File: config.mk
export PLATFORM = sky130hd
export DESIGN_NAME = fp_op_initiator
export DESIGN_NICKNAME = d
export VERILOG_FILES = /design/src/rtl/fp_op_pkg.sv /design/src/rtl/fp_op_timer.sv /design/src/rtl/fp_op_initiator.sv
export SDC_FILE = /design/constraint.sdc
export NUM_CORES = 1
export LEC_CHECK = 0
export ABC_AREA = 1
export ABC_CLOCK_PERIOD_IN_PS = 3100
export CELL_PAD_IN_SITES_DETAIL_PLACEMENT = 1
export CELL_PAD_IN_SITES_GLOBAL_PLACEMENT = 1
export CORE_UTILIZATION = 29
export CTS_CLUSTER_DIAMETER = 200
export CTS_CLUSTER_SIZE = 12
export DETAILED_ROUTE_END_ITERATION = 6
export GPL_TIMING_DRIVEN = 0
export HOLD_SLACK_MARGIN = 0.05
export PLACE_DENSITY = 0.92
export SYNTH_ARGS = -nofsm -noshare
export SYNTH_HDL_FRONTEND = slang
export SYNTH_SLANG_ARGS = --single-unit
File: constraint.sdc
create_clock -name clk -period 3.1 [get_ports clk]
set_input_delay 0.62 -clock clk [delete_from_list [all_inputs] [get_ports clk]]
set_output_delay 0.62 -clock clk [all_outputs]
set_load 0.05 [all_outputs]
File: src/rtl/fp_op_pkg.sv
// fp_op_pkg: shared types and defaults for the two-operand stb/ack initiator
// and for the benches of the IEEE-754 single-precision arithmetic cores.
package fp_op_pkg;

  localparam int DEFAULT_DATA_W  = 32;
  localparam int DEFAULT_TIMEOUT = 1000;
  localparam int DEFAULT_CNT_W   = 16;

  typedef enum logic [2:0] {
    ST_IDLE   = 3'd0,
    ST_SEND_A = 3'd1,
    ST_SEND_B = 3'd2,
    ST_WAIT_Z = 3'd3,
    ST_ACK_Z  = 3'd4,
    ST_RESULT = 3'd5
  } fp_op_state_t;

endpackage

File: src/rtl/fp_op_timer.sv
// fp_op_timer: per-transaction cycle counter. Clears on request, counts while
// enabled, and flags expiry when the count reaches LIMIT.
module fp_op_timer #(
  parameter int CNT_W = 16,
  parameter int LIMIT = 1000
) (
  input  logic clk,
  input  logic rst,
  input  logic clear,
  input  logic enable,
  output logic expire
);

  logic [CNT_W-1:0] cnt_q;

  // Count cycles spent waiting on the core; restart on every state change.
  always_ff @(posedge clk) begin
    // NOTE: sequential state uses non-blocking assignment so every flop
    // samples pre-edge values regardless of process evaluation order.
    if (rst || clear) begin
      cnt_q <= '0;
    end else if (enable) begin
      cnt_q <= cnt_q + CNT_W'(1);
    end
  end

  assign expire = (cnt_q == CNT_W'(LIMIT));

endmodule

File: src/rtl/fp_op_initiator.sv
// fp_op_initiator: takes operand pairs from a valid/ready stream, presents A
// then B to an arithmetic core over stb/ack, collects Z and returns it on a
// valid/ready result stream. All outputs are registered.
// Optional feature macro FP_OP_INITIATOR_TIMEOUT_EN: aborts a transaction
// stuck in SEND_A/SEND_B/WAIT_Z after TIMEOUT_CYCLES and reports it through
// res_err and the sticky timeout flag. Without it both are tied low.
module fp_op_initiator
  import fp_op_pkg::*;
#(
  parameter int DATA_W         = DEFAULT_DATA_W,
  parameter int TIMEOUT_CYCLES = DEFAULT_TIMEOUT,
  parameter int CNT_W          = DEFAULT_CNT_W
) (
  input  logic              clk,
  input  logic              rst,
  input  logic              op_valid,
  output logic              op_ready,
  input  logic [DATA_W-1:0] op_a,
  input  logic [DATA_W-1:0] op_b,
  output logic              res_valid,
  input  logic              res_ready,
  output logic [DATA_W-1:0] res_z,
  output logic              res_err,
  output logic [DATA_W-1:0] core_a,
  output logic              core_a_stb,
  input  logic              core_a_ack,
  output logic [DATA_W-1:0] core_b,
  output logic              core_b_stb,
  input  logic              core_b_ack,
  input  logic [DATA_W-1:0] core_z,
  input  logic              core_z_stb,
  output logic              core_z_ack,
  output logic              busy,
  output logic              timeout
);

  // The counter must be wide enough to reach the abort threshold.
  if (CNT_W < $clog2(TIMEOUT_CYCLES + 1)) begin : g_cnt_w_check
    $error("fp_op_initiator: CNT_W too narrow for TIMEOUT_CYCLES");
  end

  fp_op_state_t      state_q, state_d;
  logic [DATA_W-1:0] core_a_q, core_a_d;
  logic [DATA_W-1:0] core_b_q, core_b_d;
  logic [DATA_W-1:0] res_z_q, res_z_d;
  logic              a_stb_q, a_stb_d;
  logic              b_stb_q, b_stb_d;
  logic              z_ack_q, z_ack_d;
  logic              res_valid_q, res_valid_d;
  logic              op_ready_q, op_ready_d;
  logic              busy_q, busy_d;

`ifdef FP_OP_INITIATOR_TIMEOUT_EN
  logic expired;
  logic counting;
  logic res_err_q, res_err_d;
  logic timeout_q, timeout_d;

  assign counting = (state_q == ST_SEND_A) || (state_q == ST_SEND_B) ||
                    (state_q == ST_WAIT_Z);

  fp_op_timer #(
    .CNT_W (CNT_W),
    .LIMIT (TIMEOUT_CYCLES)
  ) u_timer (
    .clk    (clk),
    .rst    (rst),
    .clear  (state_d != state_q),
    .enable (counting),
    .expire (expired)
  );
`endif

  // Next-state and next-output logic for the handshake sequencer.
  always_comb begin
    // NOTE: every signal driven here gets a default first, so no path can
    // leave one unassigned and infer a latch.
    state_d     = state_q;
    core_a_d    = core_a_q;
    core_b_d    = core_b_q;
    res_z_d     = res_z_q;
    a_stb_d     = a_stb_q;
    b_stb_d     = b_stb_q;
    z_ack_d     = z_ack_q;
    res_valid_d = res_valid_q;
`ifdef FP_OP_INITIATOR_TIMEOUT_EN
    res_err_d   = res_err_q;
    timeout_d   = timeout_q;
`endif

    case (state_q)
      ST_IDLE: begin
        if (op_valid && op_ready_q) begin
          core_a_d = op_a;
          core_b_d = op_b;
          a_stb_d  = 1'b1;
          state_d  = ST_SEND_A;
        end
      end
      ST_SEND_A: begin
        if (a_stb_q && core_a_ack) begin
          a_stb_d = 1'b0;
          b_stb_d = 1'b1;
          state_d = ST_SEND_B;
        end
      end
      ST_SEND_B: begin
        if (b_stb_q && core_b_ack) begin
          b_stb_d = 1'b0;
          state_d = ST_WAIT_Z;
        end
      end
      ST_WAIT_Z: begin
        if (core_z_stb) begin
          res_z_d = core_z;
          z_ack_d = 1'b1;
          state_d = ST_ACK_Z;
        end
      end
      ST_ACK_Z: begin
        z_ack_d     = 1'b0;
        res_valid_d = 1'b1;
`ifdef FP_OP_INITIATOR_TIMEOUT_EN
        res_err_d   = 1'b0;
`endif
        state_d     = ST_RESULT;
      end
      ST_RESULT: begin
        if (res_valid_q && res_ready) begin
          res_valid_d = 1'b0;
`ifdef FP_OP_INITIATOR_TIMEOUT_EN
          res_err_d   = 1'b0;
`endif
          state_d     = ST_IDLE;
        end
      end
      default: state_d = ST_IDLE;
    endcase

`ifdef FP_OP_INITIATOR_TIMEOUT_EN
    // Abort overrides any handshake progress made in the same cycle.
    if (counting && expired) begin
      a_stb_d     = 1'b0;
      b_stb_d     = 1'b0;
      z_ack_d     = 1'b0;
      res_z_d     = '0;
      res_err_d   = 1'b1;
      res_valid_d = 1'b1;
      timeout_d   = 1'b1;
      state_d     = ST_RESULT;
    end
`endif

    op_ready_d = (state_d == ST_IDLE);
    busy_d     = (state_d != ST_IDLE);
  end

  // State and output registers; reset also clears captured operands/result.
  always_ff @(posedge clk) begin
    if (rst) begin
      state_q     <= ST_IDLE;
      core_a_q    <= '0;
      core_b_q    <= '0;
      res_z_q     <= '0;
      a_stb_q     <= 1'b0;
      b_stb_q     <= 1'b0;
      z_ack_q     <= 1'b0;
      res_valid_q <= 1'b0;
      op_ready_q  <= 1'b1;
      busy_q      <= 1'b0;
    end else begin
      state_q     <= state_d;
      core_a_q    <= core_a_d;
      core_b_q    <= core_b_d;
      res_z_q     <= res_z_d;
      a_stb_q     <= a_stb_d;
      b_stb_q     <= b_stb_d;
      z_ack_q     <= z_ack_d;
      res_valid_q <= res_valid_d;
      op_ready_q  <= op_ready_d;
      busy_q      <= busy_d;
    end
  end

`ifdef FP_OP_INITIATOR_TIMEOUT_EN
  // Abort status: res_err qualifies the current result, timeout is sticky.
  always_ff @(posedge clk) begin
    if (rst) begin
      res_err_q <= 1'b0;
      timeout_q <= 1'b0;
    end else begin
      res_err_q <= res_err_d;
      timeout_q <= timeout_d;
    end
  end

  assign res_err = res_err_q;
  assign timeout = timeout_q;
`else
  assign res_err = 1'b0;
  assign timeout = 1'b0;
`endif

  assign op_ready   = op_ready_q;
  assign res_valid  = res_valid_q;
  assign res_z      = res_z_q;
  assign core_a     = core_a_q;
  assign core_a_stb = a_stb_q;
  assign core_b     = core_b_q;
  assign core_b_stb = b_stb_q;
  assign core_z_ack = z_ack_q;
  assign busy       = busy_q;

endmodule

==> run metrics <==
Die W=118 µm; root buf cell=clkbuf_16; Max VDD drop=between 0.2 and 0.3 mV; hpwl dp=10.5 mm; outcome=completed; WL final=13.6 mm; critical path launch point type=flop; Core ar.=13200 µm²; met3 GRT Util=5.04%; total congestion overflow=0; Seq pwr share=38.8%; clock slew seen by the registers of the worst setup and hold paths=70 ps; GRT Max-Usage Layer=met2; Power per Cell Area=between 600 and 700 nW/µm²; Int Pwr=~2.7 mW; skew final=10.3 ps; Worst Path Arrival=roughly 1600 ps; crit-path max cell delay=870 ps; Layout area overhead=65.9%; WS Path Type=reg -> out; IO Pins=207; Yosys cell types=22; routed length per placed instance=about 15 µm; 1st-pass router iterations=4; Via density=around 4.7; Bufs and invs on worst path=1; hold_buf cts=0; Nets=799; chain of cells forming the critical path=clkdlybuf4s50_1; Critical Path RT=2480 ps; Final Cycle Share=71.1%; final core area utilization=49.1%; port buffer count=between 200 and 250; first-pass GRT wire length=21.8 mm; placer congestion estimate=roughly 0.84; Setup crit start=op_ready; measured slew at the worst slew-check pin=582 ps; Setup TNS=0 ps; row cnt=42; final hold vios=0; sw frac=33.5%; largest net degree at the start of global routing=18; CTS Buf Count=9; combinational share of power=about 30%; gr usage total=roughly 20%; NetSw=1.34 mW; CTS tree=done; RSZ-0062 raised after global routing=no; Max-slew headroom=around three fifths; die area=13900 µm²; worst skew pair latency=350 ps; Vias=between 4000 and 5000; r2r startpoint=state_q[1]; post-route cell area=6470 µm²; Final ANT Viol Nets=0; final std cells w/o fill=877; Tmin final=2210 ps; Hold Startpoint=res_z[26]; post-synthesis sequential area ratio=53.9%; # setup viols final=0; synth warn=0; DRT iter0 DRCs=117; share of cells above drive strength 1=8.84%; Max Cap Viol=0; critical path peak fanout=2; Starting Density=29.6%; delay-heaviest family, CP=buffers and inverters; GR Layer Usage met1=about a fifth; DP Cell Count=roughly 860; Crit. End Element=output pin; clk buf depth=2; post-CTS resize count=0; Die Y-Extent=approximately 120 µm; worst min path class=reg -> reg; Clock Power Share=31.3%; CTS H-tree lvls=3; Avg Cell Area, Syn=8.10 µm²; post-CTS setup buffer count=0; synthesized cell area=~4000 µm²; Pleak=2.44 nW; Max Freq=453 MHz; DRC Markers=0; Slew Limit Fails=0; DP Area=6150 µm²; post-synthesis register bit count=105; critical path's slowest cell=clkdlybuf4s50_1; vias in the first global route=4384; met2 Usage GRT=36.5%; CTS sink count=about 110; initial antenna violation count=0; Synth Instances=482; Setup WS post-layout=between 800 and 900 ps; pre-CTS setup slack=1130 ps; # diodes=0
-- logic make-up after synthesis --
family                 Yosys count  share of synthesized area [%]
other                            1                         0.0961
flip-flops                     105                           53.9
buffers and inverters           47                           7.89
AO/OA/AOI/OAI                  101                           13.0
AND/OR/NAND/NOR                228                           25.1
-- cells in the final DEF (no fill, tap or decap), types with 9 or more instances in the layout --
cell type and instances:
nor2_1 125, buf_6 13, o21ai_0 35, dfxtp_1 105
nand2_1 47, nor2_2 11, o21ai_1 31, clkbuf_1 11
clkbuf_16 9, buf_2 9, nand3_1 38, a21oi_1 34
clkdlybuf4s50_1 202
-- worst paths after layout --
check         endpoint  slack, ps  cells past startpoint
min reg2reg  res_z[26]        460                      2
min          res_z[26]        460                      2
max           op_ready        890                      1
max reg2reg  res_z[28]       1710                      6
-- per-stage QoR --
step	power (mW)	hold WS [ps]
floorplan	2.30	614
detailed placement	2.78	454
global route	4.17	489
finish	3.99	464
global placement	2.73	446
CTS	4.04	466
-- Yosys cell counts --
cell type	number	area, µm²
a21oi_1	34	170
nand3b_1	1	7.51
nor2_2	11	68.8
nor2_1	125	469
buf_8	1	15.0
nor2_4	2	22.5
nand2_2	2	12.5
nand2_1	47	176
dfxtp_1	105	2100
buf_4	3	22.5
buf_6	13	146
inv_2	2	7.51
nand4_4	1	21.3
o21ai_1	31	155
a21oi_2	1	8.76
nand2_4	1	11.3
inv_1	8	30.0
nand3_1	38	190
clkbuf_1	11	41.3
conb_1	1	3.75
o21ai_0	35	175
buf_2	9	45.0
-- layer usage --
metal | wire length (µm) | part of all wire [%]
met1 | 5340 | 39
met3 | 757 | 5.6
met2 | 7030 | 52
met4 | 470 | 3.5
met5 | 0 | 0
-- area by class of cell --
class / count / area [µm²]
Multi-Input combinational cell: 331 / 1500
Buffer: 37 / 270
Tap cell: 176 / 220
Timing Repair Buffer: 202 / 2020
Clock inverter: 6 / 87.6
Clock buffer: 10 / 239
Fill cell: 1572 / 6720
Inverter: 10 / 37.5
Sequential cell: 105 / 2100
-- registers in the layout (all words and copies together) (netlist names), 3 cells and up --
name     flops
core_a      32
core_b      32
res_z       32
state_q      3
-- power groups by stage --
stage,registers [mW],clock network (mW),logic (mW)
3_3_place_gp,1.57,0,1.16
6_report,1.55,1.25,1.19
3_5_place_dp,1.58,0,1.20
2_1_floorplan,1.99,0,0.310
5_1_grt,1.56,1.34,1.26
4_1_cts,1.55,1.29,1.20
(Power assumes the default switching activity.)
